`src/rtl/beep_sequencer.sv`:
```
// beep_sequencer: plays a programmable train of beeps on o_beep_en after a
// one-cycle start request. On/off durations are counted in prescaler ticks
// of DIV system clocks each, so every output is a clean registered level.

module beep_sequencer #(
  parameter int unsigned DIV = 100
) (
  input  logic       i_clock,
  input  logic       i_rst,
  input  logic       i_start,
  input  logic       i_abort,
  input  logic [3:0] i_count,
  input  logic [7:0] i_on_ticks,
  input  logic [7:0] i_off_ticks,
  output logic       o_beep_en,
  output logic       o_busy,
  output logic       o_done
);

  localparam int unsigned TICK_W = (DIV > 1) ? $clog2(DIV) : 1;

  typedef enum logic [1:0] {
    S_IDLE = 2'd0,
    S_ON   = 2'd1,
    S_OFF  = 2'd2,
    S_DONE = 2'd3
  } state_t;

  state_t            r_state;
  logic [TICK_W-1:0] r_presc;
  logic [7:0]        r_phase;
  logic [7:0]        r_on_len;
  logic [7:0]        r_off_len;
  logic [3:0]        r_rem;

  logic              w_tick;
  logic [7:0]        w_phase_nxt;
  logic [7:0]        w_on_len_in;
  logic [7:0]        w_off_len_in;
  logic              w_start_ok;
  logic [TICK_W-1:0] w_presc_nxt;

  // Tick on the last prescaler count; phase compare uses the post-increment value.
  assign w_tick       = (r_presc == TICK_W'(DIV - 1));
  assign w_presc_nxt  = w_tick ? '0 : r_presc + TICK_W'(1);
  assign w_phase_nxt  = r_phase + 8'd1;
  assign w_on_len_in  = (i_on_ticks  == 8'd0) ? 8'd1 : i_on_ticks;
  assign w_off_len_in = (i_off_ticks == 8'd0) ? 8'd1 : i_off_ticks;
  assign w_start_ok   = i_start && !i_abort && (i_count != 4'd0);

  // Sequencer FSM with prescaler, phase/remaining counters and registered outputs.
  always_ff @(posedge i_clock or negedge i_rst) begin
    if (!i_rst) begin
      r_state   <= S_IDLE;
      r_presc   <= '0;
      r_phase   <= 8'd0;
      r_on_len  <= 8'd0;
      r_off_len <= 8'd0;
      r_rem     <= 4'd0;
      o_beep_en <= 1'b0;
      o_busy    <= 1'b0;
      o_done    <= 1'b0;
    end else begin
      o_done <= 1'b0;
      case (r_state)
        S_IDLE: begin
          r_presc <= '0;
          if (w_start_ok) begin
            r_rem     <= i_count;
            r_on_len  <= w_on_len_in;
            r_off_len <= w_off_len_in;
            r_phase   <= 8'd0;
            r_state   <= S_ON;
            o_beep_en <= 1'b1;
            o_busy    <= 1'b1;
          end
        end

        S_ON: begin
          if (i_abort) begin
            r_state   <= S_IDLE;
            r_presc   <= '0;
            r_phase   <= 8'd0;
            r_rem     <= 4'd0;
            r_on_len  <= 8'd0;
            r_off_len <= 8'd0;
            o_beep_en <= 1'b0;
            o_busy    <= 1'b0;
          end else begin
            r_presc <= w_presc_nxt;
            if (w_tick) begin
              if (w_phase_nxt == r_on_len) begin
                r_phase   <= 8'd0;
                o_beep_en <= 1'b0;
                if (r_rem == 4'd1) begin
                  r_state <= S_DONE;
                  o_busy  <= 1'b0;
                  o_done  <= 1'b1;
                end else begin
                  r_state <= S_OFF;
                end
              end else begin
                r_phase <= w_phase_nxt;
              end
            end
          end
        end

        S_OFF: begin
          if (i_abort) begin
            r_state   <= S_IDLE;
            r_presc   <= '0;
            r_phase   <= 8'd0;
            r_rem     <= 4'd0;
            r_on_len  <= 8'd0;
            r_off_len <= 8'd0;
            o_beep_en <= 1'b0;
            o_busy    <= 1'b0;
          end else begin
            r_presc <= w_presc_nxt;
            if (w_tick) begin
              if (w_phase_nxt == r_off_len) begin
                r_phase   <= 8'd0;
                r_rem     <= r_rem - 4'd1;
                r_state   <= S_ON;
                o_beep_en <= 1'b1;
              end else begin
                r_phase <= w_phase_nxt;
              end
            end
          end
        end

        S_DONE: begin
          // Single-cycle completion state; start is deliberately not sampled here.
          r_state   <= S_IDLE;
          r_presc   <= '0;
          r_phase   <= 8'd0;
          r_rem     <= 4'd0;
          o_beep_en <= 1'b0;
          o_busy    <= 1'b0;
        end

        default: begin
          r_state   <= S_IDLE;
          r_presc   <= '0;
          r_phase   <= 8'd0;
          r_rem     <= 4'd0;
          o_beep_en <= 1'b0;
          o_busy    <= 1'b0;
        end
      endcase
    end
  end

endmodule

```
`config.mk`:
```
export PLATFORM = sky130hd
export DESIGN_NAME = beep_sequencer
export DESIGN_NICKNAME = d
export VERILOG_FILES = /design/src/rtl/beep_sequencer.sv
export SDC_FILE = /design/constraint.sdc
export NUM_CORES = 1
export LEC_CHECK = 0
export ABC_AREA = 1
export CORE_MARGIN = 2
export CORE_UTILIZATION = 25
export CTS_BUF_LIST = sky130_fd_sc_hd__clkbuf_4 sky130_fd_sc_hd__clkbuf_8
export DETAILED_ROUTE_END_ITERATION = 6
export PLACE_DENSITY_LB_ADDON = 0.1
export SYNTH_ARGS = -nofsm -noshare
export SYNTH_HDL_FRONTEND = slang
export SYNTH_SLANG_ARGS = --single-unit
```
`constraint.sdc`:
```
create_clock -name i_clock -period 2.24 [get_ports i_clock]
set_input_delay 0.448 -clock i_clock [delete_from_list [all_inputs] [get_ports i_clock]]
set_output_delay 0.448 -clock i_clock [all_outputs]
set_load 0.005 [all_outputs]
```
Yosys cells after proc, flatten, opt, wreduce, memory -nomap -nowiden
Index checks and enable logic that the tools add are counted.
{ "totals": {"regBits": 40, "latchBits": 0, "mem_bits_rw": 0, "mem_bits_ro": 0, "in_bits": 24, "output_inout_bits": 3, "word_cells": 95, "n_memories": 0} }
{ "classes": {"add_sub_neg": 3, "mul": 0, "n_div": 0, "order_cmp": 0, "eq_ne": 16, "n_shift": 0, "muxes": 52, "n_bitwise": 0, "n_reduce_logical": 15} }
{ "op_table": {"columns": ["operator", "count"], "rows": [
  ["$mux 8", 12],
  ["$pmux 8 s2", 2],
  ["$pmux 8 s4", 1],
  ["$mux 4", 5],
  ["$mux 1", 18],
  ["$eq 8x8->1", 2],
  ["$logic_not 8->1", 2],
  ["$pmux 4 s4", 1],
  ["$ne 3x3->1 const B", 5],
  ["$mux 2", 7],
  ["$mux 7", 2],
  ["$pmux 7 s2", 1],
  ["$reduce_and 5->1", 2],
  ["$add 8x1->8 const B", 1],
  ["$pmux 1 s4", 2],
  ["$pmux 2 s4", 1],
  ["$add 7x1->7 const B", 1],
  ["$eq 7x7->1 const B", 1],
  ["$ne 2x2->1 const B", 3],
  ["$reduce_and 3->1", 2],
  ["$eq 2x2->1 const B", 2],
  ["$eq 4x1->1 const B", 1],
  ["$reduce_and 4->1", 1],
  ["$reduce_bool 4->1", 1],
  ["8 further kinds", 10]
]} }

Depth between registers and ports, before layout
Gate-level depths: netlist of run 1.
{ "logic_depth": {"word_depth": 6, "depth_mapped": 14, "mapped_depth_nobuf": 14} }

Least setup slack after synthesis of run 1
OpenSTA, ideal clock, no wires.
{ "synth_timing": {"kind": "register -> register", "startpoint": "register r_phase[0]", "endpoint": "register r_state[0]", "setup_ns": 0.117, "arrival_ns": 1.663, "required_time_ns": 2.123, "slack_ns": 0.460, "stages_incl_launch_ff": 12, "n_path_buf": 0, "period_less_slack_ns": 1.780, "path_cell_list": "dfrtp_1 -> ha_1 -> xnor2_1 -> nand2_1 -> nor2_1 -> nand2_1 -> nor2_1 -> nand3_1 -> nand2_2 -> nand3_2 -> nand2_1 -> nand2_1"} }
{ "synth_between": {"elab_chain_cells": 4, "word_cells_on_any_way": 6, "cone_classes": "add/sub (1); eq/ne (4); reduce/logical (1)"} }
{ "synth_rtl": {"columns": ["item", "line_no", "source"], "rows": [
  ["start: declaration", "31", "logic [7:0] r_phase;"],
  ["start signal: assignment", "103", "r_phase <= w_phase_nxt;"],
  ["start signal: assignment", "128", "r_phase <= w_phase_nxt;"],
  ["$add 8x1->8 *", "46", "assign w_phase_nxt = r_phase + 8'd1;"],
  ["$eq 8x8->1 (on tied branches)", "92, 122", null],
  ["$ne 3x3->1 (no source line)", null, null],
  ["$reduce_and 5->1 (no source line) *", null, null],
  ["end signal: assignment", "54", "r_state <= S_IDLE;"],
  ["end signal: assignment", "96", "r_state <= S_DONE;"],
  ["end signal: assignment", "100", "r_state <= S_OFF;"],
  ["end: declaration", "29", "state_t r_state;"]
]} }
Every way passes the cells marked *; elsewhere a longest branch is shown, timed or not.
A chain may end at the register's enable or synchronous reset.

Final worst setup path of run 1
{ "layout_timing": {"startpoint": "register r_phase[1]", "endpoint": "register r_state[0]"} }
The elaborated chain is that of the path after synthesis.

==> metrics.csv, run 1 <==
stage;metric;value;unit
finish;non-filler cells in the finished layout;512;
clock_network;H-tree depth;2;
finish;fraction of layout cells with a size suffix above 1;0.1135;
worst_setup_path;r2r worst-path depth;11;
detailed_routing;WL final;6191;µm
sta;Tcrit/Tclk final;0.8919;
pwr;Psw;0.001390;W
sta;Final Max Tran Viols;0;
logic_synthesis;largest cells by area after synthesis;dfrtp_1 (41%), nand2_1 (14%), nand3_1 (9.9%), inv_1 (5.8%), nor2_1 (4.6%);
detailed_routing;post-route ant nets;0;
logic_synthesis;Synth top area share;0.4057;
worst_setup_path;CP startpoint kind;flop;
placement;IO Port Bufs;26;
clock_network;Clock Sinks;40;
pwr;Leak Pwr;1.445;nW
pwr;Sw Share;0.4317;
floorplan;Core Area;9684;µm²
detailed_routing;drt via density;4.234;
outcome;outcome;finished clean;
flow_run;max-cap violations;0;
logic_synthesis;Post-Synthesis Cell Area;2467;µm²
sta;worst setup margin;0.2421;ns
floorplan;Die Width;103.3;µm
logic_synthesis;top cells by count, synth;nand2_1 (92), nand3_1 (49), dfrtp_1 (40), inv_1 (38), nor2_1 (30);
sta;max_slew headroom;0.6389;
pwr;peak supply drop;0.0004761;V
worst_setup_path;CP max-delay cell;dfrtp_1;
worst_setup_path;Crit path buffers/inverters;0;
sta;unrepaired setup endpoints after global routing;no;
floorplan;site row count;36;
logic_synthesis;Yosys warnings;0;
grt;first-pass GRT wire length;10630;µm
clock_network;Post-CTS Setup Inserts;0;
sta;final setup violation count;0;
worst_setup_path;worst r2r dst;r_state[0];
logic_synthesis;most frequent cell after synthesis;nand2_1;
logic_synthesis;Synth Flop Type;dfrtp_1;
floorplan;Die Y;103.3;µm
logic_synthesis;Post-Syn Instances;337;
grt;GRT Util Overall;0.1304;
sta;setup TNS;0;ns
worst_setup_path;crit-path cells;ha_1 > xnor2_1 > nand2_1 > nor2_1 > nand2_1 > nor2_1 > nand3_2 > nand2_4 > nand3_2 > nand2_1 > nand2_1;
sta;clock skew;0.008878;ns
detailed_routing;Iter 0 DRT Violations;75;
grt;initial antenna violation count;0;
pwr;Internal;0.001830;W
worst_hold_path;worst min-delay path class;primary input to asynchronous set/reset pin;
logic_synthesis;Post-synth EDFFs;0;
pwr;pwr/cell area;1042;nW/µm²
worst_setup_path;critical path class;flop to flop;
sta;worst-margin pin slew;0.5417;ns
worst_setup_path;crit path DAT;2.20;ns
floorplan;Initial Utilization;0.2548;
finish;Final #Nets;410;
worst_setup_path;Crit Path Max Fanout;7;
placement;dpl ws;-0.1938;ns
clock_network;CTS tree;done;
clock_network;CTS Root Buffer Type;clkbuf_8;
logic_synthesis;synthesized area per cell;7.322;µm²
worst_setup_path;crit-path leading delay family;simple AND/OR/NAND/NOR gates;
worst_setup_path;reg-to-reg startpoint;r_phase[1];
logic_synthesis;area leader, netlist;dfrtp_1;
detailed_routing;vias;2168;
pwr;sequential power share;0.325;
detailed_routing;WL/cell;12.09;µm
placement;Placer Congestion;0.7906;
floorplan;die area;10680;µm²
clock_network;cts hold-fix bufs;0;
finish;Ant. Diodes;0;
logic_synthesis;net count after synthesis;369;
detailed_routing;drt drc;0;
detailed_routing;1st-pass router iterations;4;
finish;Area Growth Syn to Fin;25.25;%
finish;Final Util;0.3191;
clock_network;CTS max path bufs;2;
clock_network;CTS buffer count;5;
clock_network;post-cts resize count;0;
placement;placed cell count;504;
logic_synthesis;register area share after synthesis;0.4057;
sta;Min Clock Period, post-route;1.998;ns
worst_setup_path;Reg2Reg Setup Slack;0.24;ns
pwr;clock power share;0.191;
worst_setup_path;critical path endpoint category;flop;
worst_setup_path;CP dominant cell by count;nand2_1;
worst_setup_path;critical path's largest stage delay;0.43;ns
logic_synthesis;Synth Register Bits;40;
clock_network;Clock transition at path regs;0.09;ns
sta;Fmax;500.5;MHz
sta;Hold WS;0.2035;ns
sta;Final Hold Vio Count;0;
grt;vias in the first global route;2110;
grt;total grt overflow;0;
pwr;Comb pwr share;0.483;
clock_network;latest clock arrival within the worst-skew pair;0.30;ns
floorplan;I/O Pins;27;
placement;hpwl dp;4801;µm
logic_synthesis;Synth async-reset ratio;1.000;
grt;largest net degree at the start of global routing;41;
worst_setup_path;WP data required;2.44;ns
logic_synthesis;Unique masters post-synth;28;
-- power by group through the flow --
| stage | clock (W) | combinational, W | sequential, W |
|---|---|---|---|
| after detailed placement | 0 | 0.00155 | 0.00106 |
| after global placement | 0 | 0.00155 | 0.00106 |
| final | 0.000616 | 0.00156 | 0.00105 |
| after floorplan | 0 | 0.00108 | 0.00104 |
| after CTS | 0.000636 | 0.00156 | 0.00105 |
| after global routing | 0.000662 | 0.00181 | 0.00108 |
-- kinds of logic (layout without fill, tap and decap cells) --
kind of cell	after synthesis	after routing	synth area share
and+or+nand+nor	203	203	0.3793
buffers and inverters	45	87	0.07100
DFF	40	40	0.4057
AOI/OAI and AO/OA	32	32	0.07150
xor gates and xnor gates	9	9	0.03194
adders and majority gates	8	8	0.04057
-- how the worst max path moves through the flow --
stage / startpoint / depth (start not counted) / slack, ns / to
after CTS: r_state[1] / 7 / 0.03 / r_off_len[0]
after global routing: r_phase[1] / 11 / 0.03 / r_phase[5]
after floorplan: r_phase[0] / 11 / 0.46 / r_state[0]
after detailed placement: i_count[0] / 7 / -0.19 / r_off_len[0]
after global placement: i_count[3] / 7 / -0.10 / r_off_len[0]
final: r_phase[1] / 11 / 0.24 / r_state[0]
-- layout make-up --
| class | instances | area [µm²] |
|---|---|---|
| repair buffers | 39 | 352.8 |
| clock inverters | 3 | 42.54 |
| well taps | 133 | 166.4 |
| flip-flops and latches | 40 | 1001 |
| inverters | 40 | 150.1 |
| clock buffers | 5 | 68.82 |
| fillers | 1027 | 6594 |
| multi-input cells | 252 | 1309 |
-- per-layer routing --
metal  routed length [µm]  GRT usage  up-vias
li1                     -          -     1174
met1                 3172     0.1844      965
met3                  165    0.02285        4
met5                    0          0        -
met2                 2782     0.2050       25
met4                   72    0.03644        0
-- cells in the final DEF (no fill, tap or decap), drive strengths merged --
cell type      instances
clkinv                 1
clkdlybuf4s50         25
bufinv                 1
xnor2                  4
o21bai                 1
nand3                 52
nand2                 98
nand4                  4
a21oi                  2
dfrtp                 40
o21ai                 25
inv                   40
clkbuf                 5
nor2                  37
o211ai                 2
nor4                   1
clkinvlp               1
nor3b                  2
xor2                   5
ha                     8
buf                   14
nor3                   9
a22oi                  2
-- state kept, by name (all words and copies together) (netlist names) --
| name | cells |
|---|---|
| r_state | 2 |
| o_done | 1 |
| r_phase | 8 |
| r_on_len | 8 |
| r_off_len | 8 |
| r_presc | 7 |
| o_busy | 1 |
| r_rem | 4 |
| o_beep_en | 1 |
-- through the flow --
step,total power (W),cell area (µm²)
6_report,0.003220,3090
3_5_place_dp,0.002612,2962
5_1_grt,0.003553,3090
3_3_place_gp,0.002613,2962
2_1_floorplan,0.002114,2467
4_1_cts,0.003246,3073
(Power assumes the default switching activity.)
==> run 2, diff against run 1 <==
--- a/config.mk
+++ b/config.mk
@@ -6,9 +6,11 @@
 export NUM_CORES = 1
 export LEC_CHECK = 0
 export ABC_AREA = 1
+export CORE_ASPECT_RATIO = 0.7
 export CORE_MARGIN = 2
 export CORE_UTILIZATION = 25
 export CTS_BUF_LIST = sky130_fd_sc_hd__clkbuf_4 sky130_fd_sc_hd__clkbuf_8
+export CTS_CLUSTER_DIAMETER = 40
 export DETAILED_ROUTE_END_ITERATION = 6
 export PLACE_DENSITY_LB_ADDON = 0.1
 export SYNTH_ARGS = -nofsm -noshare
==> metrics.csv, run 2 (same netlist as run 1, synthesis figures left out) <==
stage;metric;value;unit;change
outcome;outcome;finished clean;;
placement;placed cell count;498;;-1.2%
worst_setup_path;critical path endpoint category;flop;;
floorplan;Die Y;87.12;µm;-16%
worst_setup_path;CP startpoint kind;primary input;;
pwr;Leak Pwr;1.446;nW;+0.11%
detailed_routing;post-route ant nets;0;;unchanged
grt;total grt overflow;0;;unchanged
sta;Min Clock Period, post-route;1.994;ns;-0.003433 ns
sta;Tcrit/Tclk final;0.8904;;-0.001533
detailed_routing;1st-pass router iterations;4;;unchanged
clock_network;CTS max path bufs;2;;unchanged
worst_setup_path;Reg2Reg Setup Slack;0.25;ns;about the same
grt;initial antenna violation count;0;;unchanged
sta;Fmax;501.4;MHz;+0.17%
grt;largest net degree at the start of global routing;29;;-29%
finish;Final Util;0.3205;;+0.001372
sta;worst setup margin;0.2456;ns;+0.003433 ns
finish;commonest non-fill, non-tap cells in the layout;nand2_1 (91), nand3_1 (48), dfrtp_1 (40);;
placement;dpl ws;-0.2562;ns;-0.06250 ns
floorplan;site row count;30;;-17%
detailed_routing;drt drc;0;;unchanged
grt;vias in the first global route;2218;;+5.1%
sta;worst-margin pin slew;0.5445;ns;+0.002803 ns
sta;final setup violation count;0;;unchanged
pwr;clock power share;0.189;;-0.002
placement;IO Port Bufs;26;;unchanged
floorplan;Die Width;122.7;µm;+19%
clock_network;CTS Root Buffer Type;clkbuf_8;;
sta;max_slew headroom;0.6361;;-0.002730
finish;Area Growth Syn to Fin;25.30;%;about the same
pwr;pwr/cell area;1058;nW/µm²;+1.6%
sta;Final Max Tran Viols;0;;unchanged
pwr;peak supply drop;0.0006213;V;+31%
grt;GRT Util Overall;0.1389;;+0.008527
pwr;Internal;0.001847;W;+0.92%
detailed_routing;vias;2254;;+4.0%
worst_setup_path;crit path DAT;2.19;ns;about the same
clock_network;cts hold-fix bufs;0;;unchanged
finish;Ant. Diodes;0;;unchanged
worst_setup_path;r2r worst-path depth;13;;+2
floorplan;die area;10690;µm²;+0.12%
worst_setup_path;critical path class;primary input to flop;;
clock_network;latest clock arrival within the worst-skew pair;0.31;ns;about the same
floorplan;Initial Utilization;0.2558;;+0.0009914
sta;clock skew;0.01157;ns;+0.002693 ns
sta;Final Hold Vio Count;0;;unchanged
finish;commonest non-fill, non-tap cell in the layout;nand2_1;;
finish;Regs by FF count;r_off_len x8, r_on_len x8, r_phase x8;;
clock_network;CTS buffer count;5;;unchanged
sta;unrepaired setup endpoints after global routing;no;;
flow_run;max-cap violations;0;;unchanged
worst_setup_path;WP data required;2.43;ns;about the same
pwr;Sw Share;0.4357;;+0.003994
placement;hpwl dp;5333;µm;+11%
floorplan;Core Area;9647;µm²;-0.39%
worst_setup_path;Crit Path Max Fanout;6;;-1
floorplan;I/O Pins;27;;unchanged
worst_hold_path;worst min-delay path class;primary input to asynchronous set/reset pin;;
worst_setup_path;worst r2r dst;o_beep_en;;
clock_network;Clock transition at path regs;0.08;ns;about the same
pwr;Comb pwr share;0.488;;+0.005
clock_network;Clock Sinks;40;;unchanged
grt;first-pass GRT wire length;11230;µm;+5.6%
detailed_routing;WL/cell;13.23;µm;+9.4%
finish;Fillers;1053;;+2.5%
pwr;total power draw;0.003272;W;+1.6%
pwr;sequential power share;0.323;;-0.002
detailed_routing;drt via density;4.455;;+5.2%
finish;Final #Nets;409;;-0.24%
sta;setup TNS;0;ns;unchanged
finish;fraction of layout cells with a size suffix above 1;0.1138;;+0.0003001
detailed_routing;WL final;6694;µm;+8.1%
pwr;Psw;0.001426;W;+2.6%
finish;non-filler cells in the finished layout;506;;-1.2%
clock_network;CTS tree;done;;
worst_setup_path;reg-to-reg startpoint;r_phase[1];;
detailed_routing;Iter 0 DRT Violations;87;;+16%
placement;Placer Congestion;0.7658;;-3.1%
clock_network;H-tree depth;2;;unchanged
## run 2: what timing repair did
| item | in CTS | in global routing |
|---|---|---|
| endpoints found under the setup margin | 0 | 27 |
| hold endpoints to repair | 0 | 0 |
| setup buffers | 0 | 0 |
| resized for setup | 0 | 5 |
## run 2: layout make-up
type | instances | area, µm² | share of cell area
Timing Repair Buffer | 38 | 357.8 | 0.1157
Tap cell | 128 | 160.2 | 0.05180
Multi-Input combinational cell | 252 | 1311 | 0.4241
Inverter | 40 | 150.1 | 0.04856
Clock inverter | 3 | 42.54 | 0.01376
Clock buffer | 5 | 68.82 | 0.02226
Sequential cell | 40 | 1001 | 0.3238
## run 2: per-stage QoR
stage	hold WS, ns	instance area [µm²]
after floorplan	0.1524	2467
after global placement	0.4269	2960
after detailed placement	0.4161	2960
after CTS	0.08245	3072
after global routing	0.09624	3092
final	0.08352	3092
## run 2: how the worst max path moves through the flow
stage | from | endpoint | slack (ns) | depth (start not counted)
floorplan | r_phase[0] | r_state[0] | 0.46 | 11
global placement | i_count[3] | r_off_len[0] | -0.20 | 7
detailed placement | i_count[3] | r_off_len[0] | -0.26 | 7
CTS | r_phase[1] | r_state[1] | 0.08 | 13
global route | r_phase[1] | r_state[0] | 0.007 | 13
finish | i_count[3] | r_phase[4] | 0.25 | 10
## run 2: power by group through the flow
stage               sequential [W]  clock, W  combinational (W)
global route               0.00109  0.000676            0.00183
global placement           0.00107         0            0.00160
CTS                        0.00106  0.000651            0.00159
floorplan                  0.00104         0            0.00108
finish                     0.00106  0.000619            0.00160
detailed placement         0.00107         0            0.00158
## run 2: critical path, stage by stage
cell,delay [ns]
clkdlybuf4s50_1,0.43
nor4_1,0.50
o21ai_1,0.15
buf_4,0.16
nand2_1,0.11
nor2_4,0.05
inv_2,0.09
nor2_2,0.08
nand3_1,0.10
nand2_1,0.06
## run 2: per-layer routing
| layer | GRT usage | routed length (µm) |
|---|---|---|
| met1 | 0.2117 | 3769 |
| met2 | 0.1919 | 2625 |
| met3 | 0.03272 | 226 |
| met4 | 0.03971 | 72 |
| met5 | 0 | 0 |
